--- src/rtl/uart_pkg.sv ---
// Shared constants and types for the parametrised UART transmitter.
// Parity selectors, FSM state encoding and the baud divider helper.
package uart_pkg;

  localparam int PAR_NONE = 0;
  localparam int PAR_ODD  = 1;
  localparam int PAR_EVEN = 2;

  typedef enum logic [2:0] {
    ST_IDLE,
    ST_START,
    ST_DATA,
    ST_PAR,
    ST_STOP
  } uart_tx_state_t;

  // Rounded clocks-per-bit.
  function automatic int baud_div(
    input int clk_hz,
    input int baud
  );
    return (clk_hz + baud / 2) / baud;
  endfunction

endpackage

--- src/rtl/uart_tx_fifo_if.sv ---
// Producer-side valid/ready word handshake for the UART transmitter.
// The producer is master; the transmitter FIFO is slave.
interface uart_tx_fifo_if #(
  parameter int DATA_BITS = 8
);

  logic [DATA_BITS-1:0] tx_data;
  logic                 tx_valid;
  logic                 tx_ready;

  modport master (
    output tx_data,
    output tx_valid,
    input  tx_ready
  );

  modport slave (
    input  tx_data,
    input  tx_valid,
    output tx_ready
  );

endinterface

--- src/rtl/uart_sync_fifo.sv ---
// Synchronous FIFO with registered level and full flag.
// Head word is readable the cycle after it is written.
module uart_sync_fifo #(
  parameter int W     = 8,
  parameter int DEPTH = 16
) (
  input  logic                   clk,
  input  logic                   rst,
  input  logic                   push,
  input  logic                   pop,
  input  logic [W-1:0]           wr_data,
  output logic [W-1:0]           rd_data,
  output logic                   full,
  output logic                   empty,
  output logic [$clog2(DEPTH):0] level
);

  localparam int AW = $clog2(DEPTH);
  localparam logic [AW:0] FULL_CNT = (AW+1)'(DEPTH);

  logic [W-1:0]  mem [DEPTH];
  logic [AW-1:0] wr_ptr;
  logic [AW-1:0] rd_ptr;
  logic [AW:0]   cnt;
  logic [AW:0]   cnt_n;
  logic          full_q;
  logic          do_push;
  logic          do_pop;

  assign do_push = push & ~full_q;
  assign do_pop  = pop & (cnt != '0);

  always_comb begin
    cnt_n = cnt;
    if (do_push & ~do_pop)
      cnt_n = cnt + 1'b1;
    else if (~do_push & do_pop)
      cnt_n = cnt - 1'b1;
  end

  // Held full during reset so nothing is accepted.
  always_ff @(posedge clk) begin
    if (rst) begin
      wr_ptr <= '0;
      rd_ptr <= '0;
      cnt    <= '0;
      full_q <= 1'b1;
    end else begin
      if (do_push)
        wr_ptr <= wr_ptr + 1'b1;
      if (do_pop)
        rd_ptr <= rd_ptr + 1'b1;
      cnt    <= cnt_n;
      full_q <= (cnt_n == FULL_CNT);
    end
  end

  always_ff @(posedge clk) begin
    if (do_push)
      mem[wr_ptr] <= wr_data;
  end

  assign rd_data = mem[rd_ptr];
  assign full    = full_q;
  assign empty   = (cnt == '0);
  assign level   = cnt;

endmodule

--- src/rtl/uart_tx_fifo.sv ---
// UART transmitter: TX FIFO, baud counter and framing FSM.
// Configurable data bits, parity and stop bits; registered line output.
module uart_tx_fifo
  import uart_pkg::*;
#(
  parameter int CLK_HZ     = 50_000_000,
  parameter int BAUD       = 115_200,
  parameter int DATA_BITS  = 8,
  parameter int PARITY     = 0,
  parameter int STOP_BITS  = 1,
  parameter int FIFO_DEPTH = 16
) (
  input  logic                        RST_clk,
  input  logic                        RST_n,
  uart_tx_fifo_if.slave               tx,
  output logic                        uart_tx_data,
  output logic                        uart_busy,
  output logic                        uart_clk_tx,
  output logic [$clog2(FIFO_DEPTH):0] fifo_level
);

  localparam int DIV = baud_div(CLK_HZ, BAUD);
  localparam int CW  = $clog2(DIV);
  localparam int IW  = $clog2(DATA_BITS);
  localparam logic [CW-1:0] CNT_LAST = CW'(DIV - 1);
  localparam logic [IW-1:0] IDX_LAST = IW'(DATA_BITS - 1);
  localparam logic          SB_LAST  = 1'(STOP_BITS - 1);

  if (DIV < 2) begin : g_bad_div
    $error("uart_tx_fifo: DIV must be >= 2");
  end
  if (DATA_BITS < 5 || DATA_BITS > 9) begin : g_bad_db
    $error("uart_tx_fifo: DATA_BITS must be 5..9");
  end
  if (PARITY < 0 || PARITY > 2) begin : g_bad_par
    $error("uart_tx_fifo: PARITY must be 0, 1 or 2");
  end
  if (STOP_BITS < 1 || STOP_BITS > 2) begin : g_bad_sb
    $error("uart_tx_fifo: STOP_BITS must be 1 or 2");
  end
  if (FIFO_DEPTH < 2 ||
      (FIFO_DEPTH & (FIFO_DEPTH - 1)) != 0) begin : g_bad_depth
    $error("uart_tx_fifo: FIFO_DEPTH must be a power of 2 >= 2");
  end

  logic [DATA_BITS-1:0] rd_data;
  logic                 full;
  logic                 empty;
  logic                 pop;

  uart_sync_fifo #(
    .W     (DATA_BITS),
    .DEPTH (FIFO_DEPTH)
  ) u_fifo (
    .clk     (RST_clk),
    .rst     (RST_n),
    .push    (tx.tx_valid),
    .pop     (pop),
    .wr_data (tx.tx_data),
    .rd_data (rd_data),
    .full    (full),
    .empty   (empty),
    .level   (fifo_level)
  );

  assign tx.tx_ready = ~full;

  uart_tx_state_t       state_q;
  uart_tx_state_t       state_n;
  logic [CW-1:0]        cnt_q;
  logic [CW-1:0]        cnt_n;
  logic [IW-1:0]        idx_q;
  logic [IW-1:0]        idx_n;
  logic                 sb_q;
  logic                 sb_n;
  logic [DATA_BITS-1:0] shreg_q;
  logic                 par_q;
  logic                 tick;
  logic                 line_c;
  logic                 line_q;
  logic                 busy_q;
  logic                 tick_q;

  assign tick = (state_q != ST_IDLE) && (cnt_q == CNT_LAST);

  always_comb begin
    state_n = state_q;
    idx_n   = idx_q;
    sb_n    = sb_q;
    pop     = 1'b0;
    line_c  = 1'b1;
    cnt_n   = (state_q == ST_IDLE || tick) ? '0 : cnt_q + 1'b1;
    unique case (state_q)
      ST_IDLE: begin
        if (!empty) begin
          pop     = 1'b1;
          state_n = ST_START;
        end
      end
      ST_START: begin
        line_c = 1'b0;
        if (tick) begin
          state_n = ST_DATA;
          idx_n   = '0;
        end
      end
      ST_DATA: begin
        line_c = shreg_q[idx_q];
        if (tick) begin
          if (idx_q == IDX_LAST) begin
            state_n = (PARITY != PAR_NONE) ? ST_PAR : ST_STOP;
            sb_n    = 1'b0;
          end else begin
            idx_n = idx_q + 1'b1;
          end
        end
      end
      ST_PAR: begin
        line_c = par_q;
        if (tick) begin
          state_n = ST_STOP;
          sb_n    = 1'b0;
        end
      end
      ST_STOP: begin
        if (tick) begin
          if (sb_q == SB_LAST) begin
            // Chain straight into the next frame when data is waiting.
            if (!empty) begin
              pop     = 1'b1;
              state_n = ST_START;
            end else begin
              state_n = ST_IDLE;
            end
          end else begin
            sb_n = sb_q + 1'b1;
          end
        end
      end
      default: state_n = ST_IDLE;
    endcase
  end

  always_ff @(posedge RST_clk) begin
    if (RST_n) begin
      state_q <= ST_IDLE;
      cnt_q   <= '0;
      idx_q   <= '0;
      sb_q    <= 1'b0;
      line_q  <= 1'b1;
      busy_q  <= 1'b0;
      tick_q  <= 1'b0;
    end else begin
      state_q <= state_n;
      cnt_q   <= cnt_n;
      idx_q   <= idx_n;
      sb_q    <= sb_n;
      line_q  <= line_c;
      busy_q  <= (state_q != ST_IDLE) || !empty;
      tick_q  <= tick;
    end
  end

  always_ff @(posedge RST_clk) begin
    if (pop) begin
      shreg_q <= rd_data;
      par_q   <= (PARITY == PAR_ODD) ? ~^rd_data : ^rd_data;
    end
  end

  assign uart_tx_data = line_q;
  assign uart_busy    = busy_q;
  assign uart_clk_tx  = tick_q;

endmodule
--- src/flat_wrapper.sv ---
// flat-port wrapper written by rule: the top's interface ports become plain ports
module uart_tx_fifo_flat import uart_pkg::*;
#(
  parameter int CLK_HZ     = 50_000_000,
  parameter int BAUD       = 115_200,
  parameter int DATA_BITS  = 8,
  parameter int PARITY     = 0,
  parameter int STOP_BITS  = 1,
  parameter int FIFO_DEPTH = 16
)
  (RST_clk, RST_n, uart_tx_data, uart_busy, uart_clk_tx, fifo_level, tx_tx_data, tx_tx_valid, tx_tx_ready);
  uart_tx_fifo_if #(.DATA_BITS(DATA_BITS)) tx_i ();
  input  logic RST_clk;
  input  logic RST_n;
  output logic uart_tx_data;
  output logic uart_busy;
  output logic uart_clk_tx;
  output logic [$clog2(FIFO_DEPTH):0] fifo_level;
  input wire logic [$bits(tx_i.tx_data)-1:0] tx_tx_data;
  input wire logic [$bits(tx_i.tx_valid)-1:0] tx_tx_valid;
  output wire logic [$bits(tx_i.tx_ready)-1:0] tx_tx_ready;
  assign tx_i.tx_data = tx_tx_data;
  assign tx_i.tx_valid = tx_tx_valid;
  assign tx_tx_ready = tx_i.tx_ready;
  uart_tx_fifo #(.CLK_HZ(CLK_HZ), .BAUD(BAUD), .DATA_BITS(DATA_BITS), .PARITY(PARITY), .STOP_BITS(STOP_BITS), .FIFO_DEPTH(FIFO_DEPTH)) u_core (.RST_clk(RST_clk), .RST_n(RST_n), .tx(tx_i), .uart_tx_data(uart_tx_data), .uart_busy(uart_busy), .uart_clk_tx(uart_clk_tx), .fifo_level(fifo_level));
endmodule
--- config.mk ---
export PLATFORM = sky130hd
export DESIGN_NAME = uart_tx_fifo_flat
export DESIGN_NICKNAME = d
export VERILOG_FILES = /design/src/rtl/uart_pkg.sv /design/src/rtl/uart_tx_fifo_if.sv /design/src/rtl/uart_sync_fifo.sv /design/src/rtl/uart_tx_fifo.sv /design/src/flat_wrapper.sv
export SDC_FILE = /design/constraint.sdc
export NUM_CORES = 1
export LEC_CHECK = 0
export ABC_CLOCK_PERIOD_IN_PS = 2100
export BUFFER_PORTS_ARGS = -buffer_cell sky130_fd_sc_hd__buf_2
export CORE_MARGIN = 2
export CORE_UTILIZATION = 50
export CTS_CLUSTER_SIZE = 25
export DETAILED_ROUTE_END_ITERATION = 10
export PLACE_DENSITY = 0.68
export SLEW_MARGIN = 10
export SYNTH_ARGS = -nofsm -noshare
export SYNTH_HDL_FRONTEND = slang
export SYNTH_SLANG_ARGS = --single-unit
--- constraint.sdc ---
create_clock -name RST_clk -period 2.1 [get_ports RST_clk]
set_input_delay 0.315 -clock RST_clk [delete_from_list [all_inputs] [get_ports RST_clk]]
set_output_delay 0.315 -clock RST_clk [all_outputs]
set_load 0.02 [all_outputs]
Word-level counts from Yosys, hierarchy flattened
Memories as Yosys holds them, arrays and structs flattened. A register that Yosys moved wholly into a read port is not among the register bits.
Index checks and enable logic that the tools add are counted.
{"block": "op_classes", "n_addsub": 7, "n_lt_le_gt_ge": 1, "n_eq_ne": 15, "mux": 32, "bitwise_logic": 7, "n_reduce_logical": 15}
{"cell": "2-to-1 mux 3 bit", "count": 10}
{"cell": "case mux 3 bit (5 select lines)", "count": 1}
{"cell": "2-to-1 mux 1 bit", "count": 12}
{"cell": "2-to-1 mux 5 bit", "count": 2}
{"cell": "!= test 2 x 1 -> 1 bit, second input constant", "count": 5}
{"cell": "adder 9 x 1 -> 9 bit, second input constant", "count": 1}
{"cell": "equality test 9 bit, second input constant", "count": 1}
{"cell": "adder 4 x 1 -> 4 bit, second input constant", "count": 2}
{"cell": "2-to-1 mux 4 bit", "count": 2}
{"cell": "parity 8 bit", "count": 1}
{"cell": "AND reduction 7 bit", "count": 1}
{"cell": "equality test 3 x 2 -> 1 bit, second input constant", "count": 2}
{"cell": "equality test 3 bit, second input constant", "count": 2}
{"cell": "!= test 2 bit, second input constant", "count": 3}
{"cell": "case mux 1 bit (3 select lines)", "count": 2}
{"cell": "case mux 3 bit (2 select lines)", "count": 1}
{"cell": "nonzero test 3 bit", "count": 2}
{"cell": "adder 5 x 1 -> 5 bit, second input constant", "count": 1}
{"cell": "equality test 5 bit, second input constant", "count": 1}
{"cell": "zero test 5 bit", "count": 1}
{"cell": "AND reduction 5 bit", "count": 1}
{"cell": "nonzero test 5 bit", "count": 1}
{"cell": "subtractor 5 x 1 -> 5 bit, second input constant", "count": 1}
{"cell": "bitwise AND 1 bit", "count": 4}
{"cell": "14 further kinds", "count": 17}
{"block": "totals", "ff_bits": 42, "ram_bits": 128, "in_bits": 11, "out_inout_bits": 9, "elab_cells": 91, "mem_count": 1}
{"memory": "u_core.u_fifo.mem", "depth": 16, "width": 8, "rd": 1, "rd_ports_with_merged_regs": 1, "write_ports": 1, "line": "uart_sync_fifo.sv:21", "rtl": "logic [W-1:0] mem [DEPTH];"}

Depth between registers and ports, before layout
{"block": "logic_depth", "word_depth": 10, "ltp_mapped": 10, "depth_no_buf": 9}

Cells and area by module
A second synthesis with hierarchy kept.
{"block": "unflattened", "cells_unflattened": 400, "area_unflattened_um2": 7029.2}
{"mod": "uart_sync_fifo", "n_inst": 1, "cells_per_inst": 286, "area_each_um2": 5733.0, "seq_area_each_um2": 4204.0}
{"mod": "uart_tx_fifo", "n_inst": 1, "cells_per_inst": 114, "area_each_um2": 1296.2, "seq_area_each_um2": 630.6}

Worst setup path after synthesis
OpenSTA, ideal clock, no wires.
{"block": "synth_timing", "path_kind": "reg-to-reg", "start": "register (tool-made name)", "end": "register u_core.par_q, data pin", "arrival_time_ns": 2.073, "required_ns": 1.832, "path_slack_ns": -0.241, "path_stages_with_launch": 8, "n_path_buf": 2, "synth_period_minus_slack_ns": 2.341, "path_cell_list": "dfxtp_1 > buf_6 > buf_12 > mux4_2 > mux4_2 > xnor2_2 > xnor2_1 > xnor3_1"}
{"element": "end signal: assignment", "line": "uart_tx_fifo.sv:167", "rtl": "par_q <= (PARITY == PAR_ODD) ? ~^rd_data : ^rd_data;"}
{"element": "end: declaration", "line": "uart_tx_fifo.sv:77", "rtl": "logic par_q;"}

==> flow_summary.ini <==
[setup_path]
cp_max_fo = 12
cpPeakStageDelay_ns = 0.53
reg2reg_slack_ns = -0.32
cp_data_required_time_ns = 2.28
critPathLaunchType = flip-flop
end_kind = flip-flop
critical_path_class = flip-flop to flip-flop
path_cells = buf_12, mux4_2, mux4_2, xnor2_2, xnor2_1, xnor3_1
cp.arrival_ns = 2.60
crit_path_top_delay_cell = mux4_2
crit_top_cell = mux4_2

[layout]
area_delta_synth_final_pct = 17.9
num_antenna_cells = 0
drive_above_1_share = 0.272
num-nets-final = 524
post-route-util = 0.599

[timing]
rsz0062_at_grt = true
period_needed_ns = 2.42
layout_setup_ws_ns = -0.324
fmax_mhz = 413
slew_headroom = 0.697
setup_viol = 1
min_period_over_period = 1.15
slew_viol_final = 0
hold_viol_final = 0
holdWs_ns = 0.258
finClkSkew_ns = 0.0107
tightestPinTransition_ns = 0.455

[hold_path]
hp-class = primary input to flip-flop

[die]
ios = 20
core-area_um2 = 13800
rows = 43
start_util = 0.508
chipHeight_um = 123
dieArea_um2 = 15000
die_w_um = 123

[yosys]
syn_inst = 430
synth-xor-area-share = 0.0327
yosysTopAreaCellShare = 0.585
synthTopCellsByArea = edfxtp_1 (59%), dfxtp_1 (10%), mux4_2 (9.0%)
synthesis.nets = 453
synth_simple_gate_area_frac = 0.0730
synth_edf_count = 137
synth-seq-cells = 173
synthFlopType = edfxtp_1
synthAdderAreaFrac = 0.0214
synth-compound-area-share = 0.0352
syn_area_per_cell_um2 = 16.3
synthDistinctLibCells = 45
synth_top_family_by_area = multiplexers
synthMuxAreaShare = 0.126
yosys.area.top_type = edfxtp_1
async_flop_share = 0
synth_warnings = 0
yosysSeqAreaShare = 0.688
netlist_top_cells_count = edfxtp_1 (137), nor2_1 (44), dfxtp_1 (36)
synthMostInstantiatedCell = edfxtp_1
netlist_area_um2 = 7030

[flow_run]
maxCapViolations = 0

[cts]
clock_path_buffers = 2
htreeDepth = 4
clock_sinks = 173
ctsRootBufferMaster = clkbuf_16
clkTransAtPathRegs_ns = 0.07
cts_tree = built
ctsHoldBuffers = 0
numCtsBuffers = 17
clock_latency_ns = 0.43

[placement]
routabilityCongestion = 0.806
port-buffer-count = 19
dp_hpwl_um = 9030

[detailed_routing]
routed_wl_um = 13900
via_count = 3793
ant_nets = 0
drc = 0
drt_iter0_drc = 271
wl_per_cell_um = 20.0
drtPass1Iterations = 4
via_per_inst = 5.47

[grt]
grt_pass1_vias = 3768
track_usage = 0.203
gr-total-overflow = 0
grt_pass1_wl_um = 21400
antenna_found_initial = 0
grt_max_degree = 26

[status]
violations = setup timing
status = finished, violations left

[power_and_ir_drop]
p_leak_uw = 0.00287
powerDensity_nw_per_um2 = 1210
ir_drop_mv = 0.688
totalPowerFinal_uw = 9990
## timing repair
item	4_1_cts	5_1_grt
cloned	0	0
pin swaps	1	0
setup buffers	2	3
resized for setup	6	4
setup endpoints to repair	2	3
hold endpoints to repair	0	0
## worst paths after layout
kind,to,startpoint,depth (start not counted)
hold reg to reg,u_core.cnt_q[0],u_core.cnt_q[0],1
setup reg to reg,u_core.par_q,flip-flop,6
setup / recovery,u_core.par_q,flip-flop,6
hold / removal,u_core.u_fifo.mem[3][2],tx_tx_data[2],1
## layout make-up
cell class / instances / area, µm²
Clock buffer: 17 / 425
Clock inverter: 15 / 179
Fill cell: 1017 / 5540
Inverter: 10 / 50.0
Multi-Input combinational cell: 230 / 2060
Sequential cell: 173 / 4840
Tap cell: 180 / 225
Timing Repair Buffer: 69 / 503
## through the flow
stage / setup WS [ns] / instances / TNS, ns / instance area [µm²]
2_1_floorplan: -0.236 / 430 / -0.236 / 7060
3_3_place_gp: -0.340 / 657 / -0.340 / 7600
3_5_place_dp: -0.407 / 657 / -0.407 / 7600
4_1_cts: -0.327 / 691 / -0.327 / 8240
5_1_grt: -0.429 / 694 / -0.439 / 8290
6_report: -0.324 / 694 / -0.324 / 8290
## routing by layer
metal	wire, µm	GRT usage
met5	0	0
met3	401	0.0409
met1	6080	0.257
met2	7280	0.345
met4	149	0.0812
## placed cells by master (no fill, tap or decap), types with 6 or more instances in the layout
| cell | n |
|---|---|
| nor3_1 | 10 |
| buf_2 | 19 |
| nand3_1 | 6 |
| nor2_1 | 44 |
| nand2b_1 | 6 |
| xor2_1 | 8 |
| xnor2_1 | 12 |
| buf_4 | 46 |
| a21oi_1 | 11 |
| mux2i_1 | 19 |
| mux4_2 | 28 |
| inv_1 | 8 |
| edfxtp_1 | 137 |
| dfxtp_1 | 34 |
| ha_1 | 12 |
| nand2_1 | 23 |
| clkbuf_16 | 17 |
## sequential cells by signal, indices dropped and copies added (netlist names), named ones only
signal                count
u_core.u_fifo.wr_ptr      4
u_core.u_fifo.mem       128
u_core.cnt_q              9
u_core.u_fifo.full        1
u_core.u_fifo.rd_ptr      4
u_core.uart_busy          1
u_core.shreg_q            8
u_core.uart_tx_data       1
u_core.u_fifo.level       5
u_core.par_q              1
u_core.uart_clk_tx        1
u_core.idx_q              3
u_core.state_q            3
## critical path, delay by kind of cell, from the launching register on
| family | cells | cell delay (ns) |
|---|---|---|
| xor gates and xnor gates | 3 | 0.58 |
| buffers and inverters | 1 | 0.16 |
| DFF | 1 | 0.38 |
| muxes | 2 | 1.04 |
## logic make-up after synthesis
kind of cell / Yosys count
compound gates: 35
mux: 50
flops: 173
simple gates: 110
buf+inv: 27
fa+ha+maj: 12
xor+xnor: 23
## where the power goes
part | internal [µW] | leakage, µW | switching, µW | total [µW]
clock | 1790 | 0.000290 | 1370 | 3160
combinational | 1390 | 0.00105 | 1250 | 2640
sequential | 4030 | 0.00153 | 158 | 4190
total | 7210 | 0.00287 | 2780 | 9990
(Power assumes the default switching activity.)
